$ cat config.mk
export PLATFORM = sky130hd
export DESIGN_NAME = fc_tile_scheduler
export DESIGN_NICKNAME = d
export VERILOG_FILES = /design/src/rtl/fc_pkg.sv /design/src/rtl/fc_result_fifo.sv /design/src/rtl/fc_tile_scheduler.sv
export SDC_FILE = /design/constraint.sdc
export NUM_CORES = 1
export LEC_CHECK = 0
export ABC_AREA = 1
export CELL_PAD_IN_SITES_DETAIL_PLACEMENT = 1
export CELL_PAD_IN_SITES_GLOBAL_PLACEMENT = 2
export CORE_AREA = 2 2 223 225
export CTS_BUF_LIST = sky130_fd_sc_hd__clkbuf_16
export DETAILED_ROUTE_END_ITERATION = 7
export DIE_AREA = 0 0 225 227
export GPL_ROUTABILITY_DRIVEN = 0
export PLACE_DENSITY = 0.83
export SYNTH_ARGS = -nofsm -noshare
export SYNTH_HDL_FRONTEND = slang
export SYNTH_SLANG_ARGS = --single-unit
$ cat constraint.sdc
create_clock -name clk -period 8.55 [get_ports clk]
set_clock_uncertainty 0.15 [all_clocks]
set_input_delay 2.565 -clock clk [delete_from_list [all_inputs] [get_ports clk]]
set_output_delay 2.565 -clock clk [all_outputs]
set_load 0.03 [all_outputs]
$ cat src/rtl/fc_pkg.sv
// Shared types, constants and the 32-bit saturation helper for the FC tile scheduler.
package fc_pkg;

  localparam int unsigned ACC_W = 32;
  localparam logic signed [ACC_W-1:0] SAT_MAX = 32'sh7FFF_FFFF;
  localparam logic signed [ACC_W-1:0] SAT_MIN = 32'sh8000_0000;

  typedef enum logic [1:0] {
    IDLE  = 2'd0,
    ISSUE = 2'd1,
    DRAIN = 2'd2,
    DONE  = 2'd3
  } fc_state_t;

  typedef struct packed {
    logic valid;
    logic first;
    logic last;
  } fc_tag_t;

  // Overflow is detected when the two top bits of the 33-bit sum disagree.
  function automatic logic signed [ACC_W-1:0] sat32(input logic signed [ACC_W:0] v);
    if (v[ACC_W] != v[ACC_W-1]) begin
      return v[ACC_W] ? SAT_MIN : SAT_MAX;
    end
    return v[ACC_W-1:0];
  endfunction

endpackage

$ cat src/rtl/fc_result_fifo.sv
// Synchronous result FIFO with occupancy count; head reads as zero when empty.
module fc_result_fifo
  import fc_pkg::*;
#(
  parameter int unsigned DEPTH = 4,
  parameter int unsigned W     = 32
) (
  input  logic                     clk,
  input  logic                     rst,
  input  logic                     push_i,
  input  logic [W-1:0]             data_i,
  input  logic                     pop_i,
  output logic                     valid_o,
  output logic [W-1:0]             data_o,
  output logic [$clog2(DEPTH):0]   count_o
);

  localparam int unsigned PTR_W = $clog2(DEPTH);
  localparam int unsigned CNT_W = PTR_W + 1;

  logic [W-1:0]     mem_q [DEPTH];
  logic [PTR_W-1:0] wr_ptr_q, wr_ptr_d, rd_ptr_q, rd_ptr_d;
  logic [CNT_W-1:0] count_q, count_d;
  logic             do_push, do_pop;

  always_comb begin
    do_pop   = pop_i && (count_q != '0);
    do_push  = push_i && ((count_q != CNT_W'(DEPTH)) || do_pop);
    wr_ptr_d = do_push ? wr_ptr_q + PTR_W'(1) : wr_ptr_q;
    rd_ptr_d = do_pop  ? rd_ptr_q + PTR_W'(1) : rd_ptr_q;
    count_d  = count_q;
    case ({do_push, do_pop})
      2'b10:   count_d = count_q + CNT_W'(1);
      2'b01:   count_d = count_q - CNT_W'(1);
      default: count_d = count_q;
    endcase
  end

  always_ff @(posedge clk) begin
    if (rst) begin
      wr_ptr_q <= '0;
      rd_ptr_q <= '0;
      count_q  <= '0;
    end else begin
      wr_ptr_q <= wr_ptr_d;
      rd_ptr_q <= rd_ptr_d;
      count_q  <= count_d;
    end
  end

  always_ff @(posedge clk) begin
    if (do_push) begin
      mem_q[wr_ptr_q] <= data_i;
    end
  end

  assign valid_o = (count_q != '0);
  assign data_o  = valid_o ? mem_q[rd_ptr_q] : '0;
  assign count_o = count_q;

endmodule

$ cat src/rtl/fc_tile_scheduler.sv
// Fully-connected layer sequencer: issues neuron x tile reads to a PE chain and buffers results.
// Optional FC_RELU_EN: clamp each final neuron result at zero before it enters the FIFO.
module fc_tile_scheduler
  import fc_pkg::*;
#(
  parameter int unsigned NUM_PE     = 4,
  parameter int unsigned ARRAY_LAT  = 6,
  parameter int unsigned FIFO_DEPTH = 4,
  parameter int unsigned ADDR_W     = 16
) (
  input  logic                    clk,
  input  logic                    rst,
  input  logic                    start,
  input  logic [ADDR_W-1:0]       cfg_in_len,
  input  logic [ADDR_W-1:0]       cfg_out_len,
  output logic                    busy,
  output logic                    done,
  output logic                    rd_en,
  output logic [ADDR_W-1:0]       ifm_addr,
  output logic [ADDR_W-1:0]       w_addr,
  output logic [NUM_PE-1:0]       lane_mask,
  input  logic signed [ACC_W-1:0] arr_sum,
  output logic                    out_valid,
  output logic signed [ACC_W-1:0] out_data,
  input  logic                    out_ready
);

  localparam int unsigned CNT_W = $clog2(FIFO_DEPTH) + 1;
  localparam int unsigned EW    = ADDR_W + $clog2(NUM_PE) + 1;

  fc_state_t               state_q, state_d;
  logic [ADDR_W-1:0]       in_len_q, in_len_d, out_len_q, out_len_d;
  logic [ADDR_W-1:0]       num_tiles_q, num_tiles_d, tile_q, tile_d, neuron_q, neuron_d;
  logic [ADDR_W-1:0]       wcnt_q, wcnt_d, ifm_addr_q, ifm_addr_d, w_addr_q, w_addr_d;
  logic [NUM_PE-1:0]       lane_mask_q, lane_mask_d, tile_mask;
  fc_tag_t                 iss_tag_q, iss_tag_d, tag_out;
  fc_tag_t                 tag_pipe_q [ARRAY_LAT];
  logic signed [ACC_W-1:0] acc_q, acc_d, result, push_data, fifo_data;
  logic signed [ACC_W:0]   sum33;
  logic [CNT_W-1:0]        inflight_q, inflight_d, fifo_count;
  logic                    issue, first_issue, credit_ok, last_tile, last_neuron;
  logic                    pipe_empty, push, pop, fifo_valid;

  assign tag_out = tag_pipe_q[ARRAY_LAT-1];

  always_comb begin
    tile_mask = '0;
    for (int unsigned k = 0; k < NUM_PE; k++) begin
      tile_mask[k] = (EW'(tile_q) * EW'(NUM_PE) + EW'(k)) < EW'(in_len_q);
    end
  end

  always_comb begin
    pipe_empty = !iss_tag_q.valid;
    for (int unsigned i = 0; i < ARRAY_LAT; i++) begin
      if (tag_pipe_q[i].valid) pipe_empty = 1'b0;
    end
  end

  // Accumulate tile sums; saturation only guards the running sum, never the tile value itself.
  always_comb begin
    sum33  = {acc_q[ACC_W-1], acc_q} + {arr_sum[ACC_W-1], arr_sum};
    result = tag_out.first ? arr_sum : sat32(sum33);
    acc_d  = tag_out.valid ? result : acc_q;
    push   = tag_out.valid && tag_out.last;
  end

`ifdef FC_RELU_EN
  assign push_data = result[ACC_W-1] ? '0 : result;
`else
  assign push_data = result;
`endif

  assign pop       = fifo_valid && out_ready;
  assign credit_ok = (int'(fifo_count) + int'(inflight_q)) < int'(FIFO_DEPTH);
  assign last_tile   = (tile_q == num_tiles_q - ADDR_W'(1));
  assign last_neuron = (neuron_q == out_len_q - ADDR_W'(1));

  always_comb begin
    state_d     = state_q;
    in_len_d    = in_len_q;
    out_len_d   = out_len_q;
    num_tiles_d = num_tiles_q;
    tile_d      = tile_q;
    neuron_d    = neuron_q;
    wcnt_d      = wcnt_q;
    ifm_addr_d  = ifm_addr_q;
    w_addr_d    = w_addr_q;
    lane_mask_d = '0;
    iss_tag_d   = '0;
    issue       = 1'b0;
    first_issue = 1'b0;
    case (state_q)
      IDLE: begin
        if (start) begin
          in_len_d    = cfg_in_len;
          out_len_d   = cfg_out_len;
          num_tiles_d = cfg_in_len / ADDR_W'(NUM_PE)
                      + ADDR_W'(|(cfg_in_len % ADDR_W'(NUM_PE)));
          tile_d      = '0;
          neuron_d    = '0;
          wcnt_d      = '0;
          state_d     = ((cfg_in_len == '0) || (cfg_out_len == '0)) ? DONE : ISSUE;
        end
      end
      ISSUE: begin
        // Credit is only checked on a neuron's first tile; its remaining tiles never stall.
        issue       = (tile_q != '0) || credit_ok;
        first_issue = issue && (tile_q == '0);
        if (issue) begin
          iss_tag_d   = '{valid: 1'b1, first: (tile_q == '0), last: last_tile};
          ifm_addr_d  = tile_q;
          w_addr_d    = wcnt_q;
          lane_mask_d = tile_mask;
          wcnt_d      = wcnt_q + ADDR_W'(1);
          if (last_tile) begin
            tile_d = '0;
            if (last_neuron) state_d = DRAIN;
            else             neuron_d = neuron_q + ADDR_W'(1);
          end else begin
            tile_d = tile_q + ADDR_W'(1);
          end
        end
      end
      DRAIN: begin
        if (pipe_empty && (inflight_q == '0) &&
            ((fifo_count == '0) || ((fifo_count == CNT_W'(1)) && pop))) begin
          state_d = DONE;
        end
      end
      DONE:    state_d = IDLE;
      default: state_d = IDLE;
    endcase
    inflight_d = inflight_q + CNT_W'(first_issue) - CNT_W'(push);
  end

  always_ff @(posedge clk) begin
    if (rst) begin
      state_q     <= IDLE;
      in_len_q    <= '0;
      out_len_q   <= '0;
      num_tiles_q <= '0;
      tile_q      <= '0;
      neuron_q    <= '0;
      wcnt_q      <= '0;
      ifm_addr_q  <= '0;
      w_addr_q    <= '0;
      lane_mask_q <= '0;
      iss_tag_q   <= '0;
      acc_q       <= '0;
      inflight_q  <= '0;
      for (int unsigned i = 0; i < ARRAY_LAT; i++) tag_pipe_q[i] <= '0;
    end else begin
      state_q     <= state_d;
      in_len_q    <= in_len_d;
      out_len_q   <= out_len_d;
      num_tiles_q <= num_tiles_d;
      tile_q      <= tile_d;
      neuron_q    <= neuron_d;
      wcnt_q      <= wcnt_d;
      ifm_addr_q  <= ifm_addr_d;
      w_addr_q    <= w_addr_d;
      lane_mask_q <= lane_mask_d;
      iss_tag_q   <= iss_tag_d;
      acc_q       <= acc_d;
      inflight_q  <= inflight_d;
      tag_pipe_q[0] <= iss_tag_q;
      for (int unsigned i = 1; i < ARRAY_LAT; i++) tag_pipe_q[i] <= tag_pipe_q[i-1];
    end
  end

  fc_result_fifo #(
    .DEPTH (FIFO_DEPTH),
    .W     (ACC_W)
  ) u_fifo (
    .clk     (clk),
    .rst     (rst),
    .push_i  (push),
    .data_i  (push_data),
    .pop_i   (pop),
    .valid_o (fifo_valid),
    .data_o  (fifo_data),
    .count_o (fifo_count)
  );

  assign busy      = (state_q == ISSUE) || (state_q == DRAIN);
  assign done      = (state_q == DONE);
  assign rd_en     = iss_tag_q.valid;
  assign ifm_addr  = ifm_addr_q;
  assign w_addr    = w_addr_q;
  assign lane_mask = lane_mask_q;
  assign out_valid = fifo_valid;
  assign out_data  = fifo_data;

endmodule

=== Word-level counts from Yosys, hierarchy flattened ===
Memory sizes are Yosys's and may differ from the RTL's. A register that Yosys moved wholly into a read port is not among the register bits.
Cells that the tools add are included.

* Bitwise logic cells: 8
* Reductions and logical operators: 32
* Add/subtract/negate cells: 17
* Equality and inequality tests: 16
* Muxes and demuxes: 45
* Order comparisons: 5

{| class="wikitable"
|+ Operators by type and width
! cell !! number
|-
| 32-bit two-way mux || 5
|-
| 16-bit two-way mux || 7
|-
| 16-bit one-hot mux with 2 select lines || 3
|-
| 19-bit by 16-bit < comparator with 1-bit output || 3
|-
| 16-bit by 1-bit adder with 16-bit output (second input constant) || 3
|-
| 16-bit logical NOT || 3
|-
| 18-bit by 2-bit adder with 19-bit output (second input constant) || 2
|-
| 32-bit by 32-bit adder with 33-bit output || 1
|-
| 16-bit == test || 2
|-
| 16-bit by 1-bit subtractor with 16-bit output (second input constant) || 2
|-
| 3-bit two-way mux || 7
|-
| 18-bit by 1-bit adder with 19-bit output (second input constant) || 1
|-
| 18-bit by 16-bit < comparator with 1-bit output || 1
|-
| 2-bit two-way mux || 8
|-
| 16-bit nonzero test || 1
|-
| 14-bit by 1-bit adder with 15-bit output || 1
|-
| 1-bit two-way mux || 13
|-
| 2-bit inequality test (second input constant) || 6
|-
| 5-bit AND reduction || 2
|-
| 1-bit logical AND || 8
|-
| 2-bit one-hot mux with 4 select lines || 1
|-
| 2-bit == test (second input constant) || 3
|-
| 3-bit logical NOT || 2
|-
| 1-bit bitwise OR || 6
|-
| other kinds (22) || 32
|}

* Memories kept: 2
* Output and inout port bits: 72
* RAM bits: 146
* Bits of input ports: 68
* Register bits: 179

{| class="wikitable"
|+ Memories
! name !! depth !! width !! read ports !! clocked after Yosys merged registers in !! wr ports !! line !! text
|-
| u_fifo.mem_q || 4 || 32 || 1 || 1 || 1 || fc_result_fifo.sv:21 || <nowiki>logic [W-1:0] mem_q [DEPTH];</nowiki>
|-
| tag_pipe_q || 6 || 3 || 6 || 0 || 6 || fc_tile_scheduler.sv:37 || <nowiki>fc_tag_t tag_pipe_q [ARRAY_LAT];</nowiki>
|}

=== Depth between registers and ports, before layout ===
* Depth after elaboration: 11
* Mapped depth: 20
* Depth with buffers taken out: 20

=== By module ===
From an unflattened synthesis, not the netlist that was laid out.

* Cells, all modules: 2402
* Area total of the unflattened synthesis: 17986.0 µm²

{| class="wikitable"
|+ Modules (own cells, without submodules)
! module !! area an instance (µm²) !! cells an instance !! times used
|-
| fc_tile_scheduler || 12542.0 || 1958 || 1
|-
| fc_result_fifo || 5444.0 || 444 || 1
|}

=== Worst setup path before layout ===
OpenSTA, ideal clock, no wires.

* Kind: input to register
* Start point: input port out_ready
* End point: memory u_fifo.mem_q[0][0], enable pin
* Setup time: 421 ps
* Stages: 4
* Path slack: 3694 ps
* Path buffers: 0
* Required time: 7979 ps
* Arrival time: 4285 ps
* Cell sequence: inv_1 -> a31oi_1 -> inv_1 -> nor2_1

* Word-level cells in the longest chain between the ends: 6

{| class="wikitable"
|+ RTL lines
! item !! line !! text
|-
| from (decl) || fc_tile_scheduler.sv:25 || <nowiki>input logic out_ready</nowiki>
|-
| 1-bit logical AND || fc_tile_scheduler.sv:74 || <nowiki>assign pop = fifo_valid && out_ready;</nowiki>
|-
| 1-bit logical AND || fc_result_fifo.sv:27 || <nowiki>do_pop = pop_i && (count_q != '0);</nowiki>
|-
| 1-bit logical OR || fc_result_fifo.sv:28 || <nowiki>do_push = push_i && ((count_q != CNT_W'(DEPTH)) || do_pop);</nowiki>
|-
| 1-bit logical AND || fc_result_fifo.sv:28 ||
|-
| 1-bit two-way mux || fc_result_fifo.sv:52 || <nowiki>if (do_push) begin</nowiki>
|-
| 1-bit two-way mux (not written as such) || fc_result_fifo.sv:53 || <nowiki>mem_q[wr_ptr_q] <= data_i;</nowiki>
|-
| to (decl) || fc_result_fifo.sv:21 ||
|}

Every way passes these cells.

==> impl_metrics.py <==
metrics = {
    "critical_path": {
        "cpPeakStageDelay_ns": 0.80,
        "path_max_fanout": 64,
        "crit_path_top_delay_cell": "inv_2",
        "arrival_ns": 3.49,
        "cp-start-kind": "flop",
        "path_class": "reg2out",
        "r2r_end": "u_fifo.mem_q[0][7]",
        "regToRegSetupSlack_ns": 5.01,
        "path_buf_inv": 3,
        "crit_cells": 5,
        "worstRegToRegCells": 16,
        "cp_top_family": "buffers and inverters",
        "worstPathRequired_ns": 5.84,
        "crit_chain": "buf_4 -> inv_2 -> o21ai_0 -> a21oi_1 -> clkdlybuf4s50_1",
        "end_kind": "output pin",
        "rr_startpoint": "acc_q[0]",
        "setup.worst_path.end": "out_data[8]",
    },
    "floorplanning": {
        "die_w_um": 225,
        "rows": 81,
        "start_util": 0.366,
        "fp.dieH_um": 227,
        "dieArea_um2": 51100,
        "boundaryPins": 140,
        "core_um2": 48500,
    },
    "yosys": {
        "synth_warnings": 0,
        "synth_area_um2": 17800,
        "synth.distinct_cells": 50,
        "synth_seq_area_share": 0.439,
        "synth.net_count": 2510,
        "synthArstFlopShare": 0,
        "avgSynthCellArea_um2": 7.51,
        "synth-edff-count": 128,
        "ys.flop_type": "dfxtp_1",
        "syn_inst": 2367,
        "ys_ff_latch": 326,
    },
    "clock_network": {
        "root_buffer": "clkbuf_16",
        "holdBufCountCts": 0,
        "clock_path_buffers": 3,
        "clk_latency_ns": 0.57,
        "cts-buffers-inserted": 40,
        "clk_pin_slew_worst_paths_ns": 0.06,
        "cts_tree": "yes",
        "cts_resized": 0,
        "cts_sinks": 326,
        "cts_max_level": 2,
        "postCtsSetupRepairBufs": 0,
    },
    "timing": {
        "tns_ns": 0,
        "drv_slew": 0,
        "min_period_ns": 6.20,
        "setup_violations": 0,
        "rsz0062_at_grt": "no",
        "layout_setup_ws_ns": 2.35,
        "slew_headroom": 0.279,
        "fmax_ghz": 0.161,
        "fin_crit_sh": 0.725,
        "tightest_slew_ns": 1.08,
        "hold_viol_final": 0,
    },
    "power_and_ir_drop": {
        "p_leak_nw": 8.94,
        "peakVddDrop_uv": 237,
        "p_per_area_nw_per_um2": 250,
        "power_mw": 5.23,
    },
    "routing": {
        "wl_per_cell_um": 18.4,
        "drtIter0Drc": 752,
        "num_vias": 16221,
        "drcViolationCount": 0,
        "firstDrtPassIters": 5,
        "via_per_inst": 5.18,
        "detail-route-antenna-nets": 0,
        "wl_um": 57700,
    },
    "layout": {
        "diodes": 0,
        "fin_nets": 2622,
        "drive_gt1_frac": 0.0482,
        "area_growth_pct": 18.0,
    },
    "run": {
        "maxCapViolCount": 0,
    },
    "place": {
        "place_ws_ns": 2.35,
        "place_hpwl_um": 40700,
        "port_buffers": 139,
    },
    "global_route": {
        "grt_pass1_vias": 16600,
        "grt_max_degree": 68,
        "grt_overflow": 0,
        "grt_antenna_before_repair": 0,
        "grt_pass1_wl_um": 91300,
        "grt_usage": 0.227,
    },
    "min_path": {
        "min_path_type": "reg2reg",
    },
    "run_status": {
        "status": "finished, final reports clean",
    },
}
stage by stage:
step / hold slack (ns) / util / area, um2 / std cells
after global routing: 0.270 / 0.432 / 21000 / 3130
after detailed placement: 0.248 / 0.406 / 19700 / 3059
after floorplan: 0.238 / - / 17800 / 2367
after global placement: 0.241 / 0.406 / 19700 / 3059
final: 0.254 / 0.432 / 21000 / 3130
after CTS: 0.253 / 0.432 / 21000 / 3130
registers in the layout, summed over array words and instances, names as in the netlist, 2 cells and up, named ones only:
register and count:
tag_pipe_q 18, u_fifo.rd_ptr_q 2, iss_tag_q 2, lane_mask 4, u_fifo.count_o 3, wcnt_q 16
u_fifo.mem_q 128, neuron_q 16, in_len_q 16, state_q 2, inflight_q 3, num_tiles_q 15
u_fifo.wr_ptr_q 2, out_len_q 16, w_addr 16, acc_q 32, tile_q 16, ifm_addr 16
power by group:
group	switching, mW	internal, mW
Clock	0.701	0.950
Sequential	0.128	1.78
Combinational	1.10	0.572
Total	1.93	3.30
cells in the final DEF (no fill, tap or decap), types with 4 or more instances in the layout:
cell             count
nand2_1            452
nor2_1             407
inv_1              276
dfxtp_1            196
a21oi_1            162
o21ai_0            160
nand3_1            143
clkdlybuf4s50_1    138
edfxtp_1           128
ha_1                73
nand4_1             61
xor2_1              50
clkbuf_16           42
nor3_1              30
xnor2_1             22
buf_4               22
nor4_1              16
nor2_2              14
o21bai_1            11
clkinv_1            10
nand3b_1            10
nor3b_1              7
a31oi_1              6
nand2_2              6
a211oi_1             6
and2_1               4
or2_2                4
clkinv_2             4
area by class of cell:
type / count / area (um2)
tap: 622 / 778
fill: 5993 / 27600
clock buffer: 42 / 1050
clock inverter: 29 / 203
sequential: 326 / 7810
multi-input combinational: 1677 / 8540
timing repair buffer: 160 / 1550
inverter: 274 / 1030
worst min-delay path: cells and delay by family (launching register included):
family,cells,cell delay (ns)
simple gates,1,0.03
buf+inv,1,0.04
flops,1,0.30
cell families after synthesis:
logic type	share of synthesized area
DFF	0.439
adders and majority gates	0.0537
and+or+nand+nor	0.283
buffers and inverters	0.0806
xor gates and xnor gates	0.0355
AOI/OAI and AO/OA	0.108
worst min path at each step:
stage / from / endpoint / slack, ns / cells after the start
6_report: tag_pipe_q[0][6] / tag_pipe_q[0][9] / 0.25 / 2
5_1_grt: tag_pipe_q[0][13] / tag_pipe_q[0][16] / 0.27 / 2
4_1_cts: iss_tag_q[0] / tag_pipe_q[0][0] / 0.25 / 2
3_5_place_dp: tag_pipe_q[0][6] / tag_pipe_q[0][9] / 0.25 / 2
3_3_place_gp: tag_pipe_q[0][0] / tag_pipe_q[0][3] / 0.24 / 2
2_1_floorplan: iss_tag_q[0] / tag_pipe_q[0][0] / 0.24 / 2
per-layer routing:
metal,up-vias,GRT usage,part of all wire
li1,7977,-,-
met1,7933,0.291,0.46
met5,-,0,0
met3,75,0.0276,0.031
met2,236,0.405,0.49
met4,0,0.0605,0.021
synthesized netlist by cell type, drive strengths merged (3+ instances only):
library cell,n,share of area
nor2,424,0.092
xor2,50,0.025
a21o,3,0.0013
buf,32,0.010
and2,4,0.0014
nand2,459,0.098
nor3b,7,0.0030
o21bai,11,0.0046
nor3,33,0.010
clkinv,3,0.00063
dfxtp,198,0.22
a31oi,6,0.0021
ha,73,0.051
nand4,61,0.021
or2,5,0.0018
a21oi,162,0.046
clkbuf,58,0.012
nor4,16,0.0056
nand3,148,0.044
edfxtp,128,0.22
o21ai,161,0.045
inv,271,0.057
nand3b,10,0.0042
a211oi,8,0.0039
xnor2,22,0.011
Note: power is estimated with default switching activity, not from simulation.
